## src/rtl/uop_issue_queue_pkg.sv

```systemverilog
// Shared types for the micro-op issue queue.
// Latency: n/a (types and constants only).
// Backpressure: n/a.
package uop_issue_queue_pkg;

  localparam int UOP_W      = 20;
  localparam int K_W        = 16;
  localparam int MAX_BUNDLE = 3;

  // One queue slot: the uop, its bundle constant and an end-of-bundle marker.
  typedef struct packed {
    logic             last;
    logic [K_W-1:0]   k;
    logic [UOP_W-1:0] uop;
  } uop_entry_t;

endpackage

```

## src/rtl/uop_queue_mem.sv

```systemverilog
// Register-array storage for the issue queue: three write lanes, one async read.
// Latency: writes land on the next edge; read data follows i_rd_ptr combinationally.
// Backpressure: none; the parent only enables lanes that have free slots.
module uop_queue_mem
  import uop_issue_queue_pkg::*;
#(
  parameter int DEPTH = 8,
  localparam int AW = $clog2(DEPTH)
) (
  input  logic                             clk,
  input  logic [AW-1:0]                    i_wr_ptr,
  input  logic [MAX_BUNDLE-1:0]            i_wr_en,
  input  uop_entry_t [MAX_BUNDLE-1:0]      i_wr_dat,
  input  logic [AW-1:0]                    i_rd_ptr,
  output uop_entry_t                       o_rd_dat
);

  uop_entry_t r_mem [DEPTH];

  // Lane i writes slot wr_ptr+i; pointer addition wraps naturally at DEPTH.
  always_ff @(posedge clk) begin
    for (int i = 0; i < MAX_BUNDLE; i++) begin
      if (i_wr_en[i]) begin
        r_mem[i_wr_ptr + AW'(i)] <= i_wr_dat[i];
      end
    end
  end

  assign o_rd_dat = r_mem[i_rd_ptr];

endmodule

```

## src/rtl/uop_issue_queue.sv

```systemverilog
// Buffers 0-3 uop bundles from the front end and issues one uop per cycle.
// Latency: bundle accepted in cycle N is at the issue port in N+1 (no bypass).
// Backpressure: ex_feed_req drops when fewer than 3 slots are free; issue is valid/ready.
module uop_issue_queue
  import uop_issue_queue_pkg::*;
#(
  parameter int DEPTH = 8,
  localparam int AW = $clog2(DEPTH)
) (
  input  logic             clk,
  input  logic             rst,
  output logic             ex_feed_req,
  input  logic             ex_feed_ack,
  input  logic [UOP_W-1:0] ex_uop_0,
  input  logic [UOP_W-1:0] ex_uop_1,
  input  logic [UOP_W-1:0] ex_uop_2,
  input  logic [1:0]       ex_uop_count,
  input  logic [K_W-1:0]   ex_k,
  input  logic             ex_pc_w,
  output logic             iss_valid,
  input  logic             iss_ready,
  output logic [UOP_W-1:0] iss_uop,
  output logic [K_W-1:0]   iss_k,
  output logic             iss_last,
  output logic [AW:0]      occupancy
);

  logic [AW-1:0] r_rd_ptr;
  logic [AW-1:0] r_wr_ptr;
  logic [AW:0]   r_cnt;

  logic [AW:0]                   w_free;
  logic                          w_enq;
  logic                          w_deq;
  logic [AW:0]                   w_add;
  logic [MAX_BUNDLE-1:0]         w_lane_en;
  uop_entry_t [MAX_BUNDLE-1:0]   w_wr_dat;
  logic [UOP_W-1:0]              w_lane_uop [MAX_BUNDLE];
  uop_entry_t                    w_head;

  // Request depends only on state, reset and redirect so the ack path never loops back.
  assign w_free      = AW'(0) + (AW+1)'(DEPTH) - r_cnt;
  assign ex_feed_req = ~rst & ~ex_pc_w & (w_free >= (AW+1)'(MAX_BUNDLE));
  assign w_enq       = ex_feed_req & ex_feed_ack & ~ex_pc_w;
  assign iss_valid   = (r_cnt != '0);
  assign w_deq       = iss_valid & iss_ready;
  assign w_add       = w_enq ? (AW+1)'(ex_uop_count) : '0;

  assign w_lane_uop[0] = ex_uop_0;
  assign w_lane_uop[1] = ex_uop_1;
  assign w_lane_uop[2] = ex_uop_2;

  // Build per-lane entries: constant replicated, last marks lane count-1.
  always_comb begin
    w_lane_en = '0;
    w_wr_dat  = '0;
    for (int i = 0; i < MAX_BUNDLE; i++) begin
      w_lane_en[i]     = w_enq & (ex_uop_count > 2'(i));
      w_wr_dat[i].uop  = w_lane_uop[i];
      w_wr_dat[i].k    = ex_k;
      w_wr_dat[i].last = (2'(i) == (ex_uop_count - 2'd1));
    end
  end

  // Pointer and count state; flush and reset both return the queue to empty.
  always_ff @(posedge clk) begin
    if (rst || ex_pc_w) begin
      r_rd_ptr <= '0;
      r_wr_ptr <= '0;
      r_cnt    <= '0;
    end else begin
      r_wr_ptr <= r_wr_ptr + AW'(w_add);
      r_rd_ptr <= r_rd_ptr + AW'(w_deq);
      r_cnt    <= r_cnt + w_add - (AW+1)'(w_deq);
    end
  end

  uop_queue_mem #(
    .DEPTH (DEPTH)
  ) u_mem (
    .clk      (clk),
    .i_wr_ptr (r_wr_ptr),
    .i_wr_en  (w_lane_en),
    .i_wr_dat (w_wr_dat),
    .i_rd_ptr (r_rd_ptr),
    .o_rd_dat (w_head)
  );

  assign iss_uop   = w_head.uop;
  assign iss_k     = w_head.k;
  assign iss_last  = w_head.last;
  assign occupancy = r_cnt;

endmodule

```

## config.mk

```make
export PLATFORM = sky130hd
export DESIGN_NAME = uop_issue_queue
export DESIGN_NICKNAME = d
export VERILOG_FILES = /design/src/rtl/uop_issue_queue_pkg.sv /design/src/rtl/uop_queue_mem.sv /design/src/rtl/uop_issue_queue.sv
export SDC_FILE = /design/constraint.sdc
export NUM_CORES = 1
export LEC_CHECK = 0
export BUFFER_PORTS_ARGS = -buffer_cell sky130_fd_sc_hd__buf_2
export CORE_AREA = 8 8 179 164
export DETAILED_ROUTE_END_ITERATION = 12
export DIE_AREA = 0 0 187 172
export PLACE_DENSITY_LB_ADDON = 0.1
export SLEW_MARGIN = 25
export SYNTH_ARGS = -nofsm -noshare
export SYNTH_HDL_FRONTEND = slang
export SYNTH_SLANG_ARGS = --single-unit
```

## constraint.sdc

```tcl
create_clock -name clk -period 9.4 [get_ports clk]
set_input_delay 2.82 -clock clk [delete_from_list [all_inputs] [get_ports clk]]
set_output_delay 2.82 -clock clk [all_outputs]
set_load 0.02 [all_outputs]
```

# Word level (Yosys, flattened, before mapping)

Memory sizes are Yosys's and may differ from the RTL's. A register that Yosys moved wholly into a read port is not among the register bits.
Cells that the tools add are included.

Memory bits (writable): 296
Logic and storage cells: 39
Memories kept: 1
Output and inout port bits: 43
Register bits: 10

Memories:

| name        | depth | bits a word | read ports | clocked after Yosys merged registers in | wr ports | RTL line            | text |
|---|---|---|---|---|---|---|---|
| u_mem.r_mem | 8     | 37          | 1          | 1                                       | 3        | uop_queue_mem.sv:18 | `uop_entry_t r_mem [DEPTH];` |

Add/sub/neg operators: 8
Equal/unequal tests: 2
Reduce and logical (&&, ||, !) cells: 3
$lt $le $gt $ge: 4
Bitwise gates (word level): 10
Mux-type cells: 8

Operator list:

| operator                                                              | number |
|---|---|
| 1-bit AND                                                             | 8 |
| 1-bit 2-to-1 mux                                                      | 6 |
| 4-bit by 2-bit adder with 4-bit output                                | 1 |
| 4-bit by 2-bit >= comparator with 1-bit output, second input constant | 1 |
| 2-bit by 1-bit > comparator with 1-bit output, second input constant  | 2 |
| 4-bit nonzero test                                                    | 1 |
| 4-bit by 1-bit subtractor with 4-bit output                           | 1 |
| 4-bit subtractor, first input constant                                | 1 |
| 3-bit by 1-bit adder with 3-bit output                                | 1 |
| 3-bit by 1-bit adder with 3-bit output, second input constant         | 1 |
| 3-bit by 2-bit adder with 3-bit output                                | 1 |
| 3-bit by 2-bit adder with 3-bit output, second input constant         | 1 |
| 3-bit 2-to-1 mux                                                      | 1 |
| 1-bit by 2-bit equality test with 1-bit output, first input constant  | 1 |
| 2-bit equality test, first input constant                             | 1 |
| 2-bit > comparator, second input constant                             | 1 |
| 2-bit zero test                                                       | 1 |
| 2-bit 2-to-1 mux                                                      | 1 |
| 1-bit inverter                                                        | 2 |
| 2-bit by 1-bit subtractor with 2-bit output, second input constant    | 1 |
| 1-bit logical OR                                                      | 1 |

# Depth between registers and ports, before layout

Depth after elaboration: 8
Mapped depth: 11
Depth with buffers taken out: 11

# By module

From an unflattened synthesis, not the netlist that was laid out.

Cell total of the unflattened synthesis: 1992
Area, all modules: 19107.1 sq um

By module, submodules not included:

| module          | cells an instance | instances | area each (sq um) |
|---|---|---|---|
| uop_queue_mem   | 1929              | 1         | 18486.5 |
| uop_issue_queue | 63                | 1         | 620.6 |

# Least setup slack after synthesis

Ideal clock, no wire load.

Path kind: input -> register
Start: input ex_pc_w
End: memory u_mem.r_mem[1][0] (netlist name), enable pin
Stages: 5
Arrival time: 8.346 ns
Library setup time: 0.560 ns
Setup slack: 0.494 ns
Path through: or2_2 > buf_2 > nor3_2 > o2111ai_1 > o311ai_0

RTL lines:

| item               | RTL line              | text |
|---|---|---|
| start: declaration | uop_issue_queue.sv:19 | `input logic ex_pc_w,` |
| end: declaration   | uop_queue_mem.sv:18   |  |

# Worst setup path in the final report

Start: input ex_pc_w
End: output ex_feed_req

Longest elaborated chain between the ends: 3

Ends and longest elaborated chain:

| item                   | RTL line              | text |
|---|---|---|
| 1-bit inverter         | uop_issue_queue.sv:43 | `assign ex_feed_req = ~rst & ~ex_pc_w & (w_free >= (AW+1)'(MAX_BUNDLE));` |
| 1-bit AND (2 in a row) | uop_issue_queue.sv:43 |  |
| end: declaration       | uop_issue_queue.sv:12 | `output logic ex_feed_req,` |

No other way between the ends.

==> metrics.txt <==
register area share after synthesis 58.3%; synth-to-layout area growth 11.7%; synthesized flop and latch total 306; starting DRC count in detailed routing 929; critical path's most frequent cell buf_2; Setup Fix Bufs, Post-CTS 0; Max rail drop VDD 215 uV; initial antenna violation count 5; Syn. warnings 0; worst skew pair latency 0.50 ns; IO Count 126; CP endpoint kind output pin; max_cap viols 0; Relative slew margins 28.3%; vias 9745; number of synthesized flops with an enable pin 296; Root Buffer clkbuf_16; slowest CP cell or2_2; dpl hpwl 22.2 mm; status completed; dpl cells 1516; Total Routed Length 38.5 mm; Final period util 71.1%; Final Non-Filler Cells 1579; Global Route Usage Sum 24.0%; first-pass GRT wire length 58.8 mm; core region area 26500 um2; first drt pass iteration count 5; CTS tree built; pre-CTS setup slack 2.73 ns; synth top area cells edfxtp_1 57%, mux4_2 11%, mux2i_1 10%, a21oi_1 3.9%, nor2_1 3.2%; pwr dens 182 nW/um2; CP peak stage delay 0.41 ns; NumNets Final 1294; Sinks on Clock Net 306; unrepaired setup endpoints after global routing no; worst-path cell chain buf_2, or2_2, nor3_2, buf_2; xor and xnor area share after synthesis 0.337%; CP arrival 3.87 ns; area of the mapped netlist 15600 um2; IO buf count 125; Post-CTS Resized 0; GR Overflow Total 0; Syn Inst Count 1147; Synth async-reset ratio 0%; main combinational cell family by area after synthesis multiplexers; cell taking the most area after synthesis edfxtp_1; Max clock buf depth 3; max-slew violations 0; layout cell share with drive strength beyond 1 26.8%; clk_skew 0.00833 ns; drt via density 6.17; Final setup viols 0; drt wl/cell 24.4 um; Synth cell types 45; share of the synthesized area in the top cell type 57.0%; Final Hold Vio Count 0; Post-DRT Antenna Nets 0; Cell Rows 57; CTS clk-pin slew, worst paths 0.05 ns; GPL Wtd Cong 0.810; WP buf/inv 2; total die area 32200 um2; post-route setup slack 2.71 ns; measured slew at the worst slew-check pin 1.07 ns; Max Freq 150 MHz; Syn Area/Cell 13.6 um2; Req. time, crit path 6.58 ns; hold buffer count at CTS 0; CP max FO 11; H-tree depth 2; total CTS buffers 34; Chip Width 187 um; Synth Area in Compound Gates 5.95%; WS Path Type input port to output pin; Die Ht 172 um; Simple-Gate Fraction of Synth Area 6.47%; DRC 0; Worst Hold Class flop to flop; adder-cell area share of the yosys netlist 1.06%; Worst path top cell family by delay simple AND/OR/NAND/NOR gates; Initial Utilization 58.9%; mux cell area share after synthesis 23.6%; CP Launch Type input port; leakage 6.01 nW; Setup TNS 0 ns; largest net degree at the start of global routing 62; vias in the first global route 9869; ys flop type edfxtp_1; Mapped Nets 1242; minimum clock period 6.69 ns
area by class of cell:
type / count / area (um2)
tap: 354 / 443
multi-input combinational: 694 / 5970
sequential: 306 / 9100
inverter: 12 / 45.0
fill: 1981 / 9040
clock inverter: 16 / 123
timing repair buffer: 151 / 825
clock buffer: 43 / 906
antenna: 3 / 7.51
logic make-up (layout without fill, tap and decap cells):
logic type / Yosys count / in the layout
flops: 306 / 306
buf+inv: 147 / 222
fa+ha+maj: 12 / 12
simple gates: 228 / 228
other cells: 0 / 3
compound gates: 177 / 177
xor+xnor: 6 / 6
mux: 271 / 271
registers in the layout, indices dropped and copies added (netlist names):
register / flops
occupancy: 4
r_rd_ptr: 3
u_mem.r_mem: 296
r_wr_ptr: 3
cells in the mapped netlist (2+ instances only):
library cell / instances
edfxtp_1: 296
mux2i_1: 160
nor2_1: 135
a21oi_1: 121
clkbuf_1: 82
mux4_2: 74
nand2_1: 53
o21ai_0: 40
mux2_2: 37
buf_2: 30
buf_4: 19
inv_1: 12
dfxtp_1: 10
ha_1: 10
o211ai_1: 9
and2_1: 6
nand3_1: 5
nand3b_1: 4
buf_1: 3
nand4_1: 3
o311ai_0: 3
xnor2_1: 3
xor2_1: 3
fa_1: 2
nand2b_1: 2
nor3_1: 2
nor3b_2: 2
nor4_1: 2
nor4_2: 2
or3_1: 2
power breakdown:
group	total [mW]	internal [mW]	switching, mW
registers	1.55	1.52	0.0271
logic	0.386	0.176	0.210
clock network	1.24	0.735	0.508
total	3.18	2.43	0.744
stage by stage:
step                      total power, mW  utilization (%)  instance area (um2)  hold WS [ns]
after CTS                            3.20             65.7                17400         0.730
after detailed placement             1.97             61.8                16400         0.717
after global routing                 3.29             65.8                17400         0.779
after floorplan                      1.86                -                15600         0.569
after global placement               1.96             61.8                16300         0.707
final                                3.18             65.8                17400         0.725
path summary, 6_finish.rpt:
path / startpoint / to / slack [ns] / cells past startpoint
max: ex_pc_w / ex_feed_req / 2.71 / 4
min: occupancy[3] / occupancy[3] / 0.72 / 4
max reg2reg: r_wr_ptr[1] / u_mem.r_mem[3][5] / 5.48 / 7
min reg2reg: occupancy[3] / occupancy[3] / 0.72 / 4
worst min-delay path: cells and delay by family, from the launching register on:
family / cells / cell delay (ns)
xor gates and xnor gates: 1 / 0.07
DFF: 1 / 0.35
and+or+nand+nor: 1 / 0.08
adders and majority gates: 1 / 0.13
buffers and inverters: 1 / 0.07
routing by layer:
metal	vias to the layer above	global-route usage [%]	part of all wire [%]
li1	4426	-	-
met1	4821	33.1	43
met2	436	39.1	48
met3	56	4.42	7.8
met4	6	6.24	1.8
met5	-	0	0.086
layout by cell type (no fill, tap or decap), types with 3 or more instances in the layout:
cell type	Yosys	routed
a21oi_1	121	121
and2_1	6	6
buf_2	30	125
buf_4	19	25
clkbuf_1	82	8
clkbuf_16	0	35
clkinv_1	0	9
clkinv_2	0	4
dfxtp_1	10	7
diode_2	0	3
edfxtp_1	296	296
ha_1	10	10
inv_1	12	12
mux2_2	37	37
mux2i_1	160	160
mux4_2	74	74
nand2_1	53	53
nand3b_1	4	4
nand4_1	3	3
nor2_1	135	132
nor2_4	0	3
o211ai_1	9	9
o21ai_0	40	39
xnor2_1	3	3
xor2_1	3	3
(Power assumes the default switching activity.)
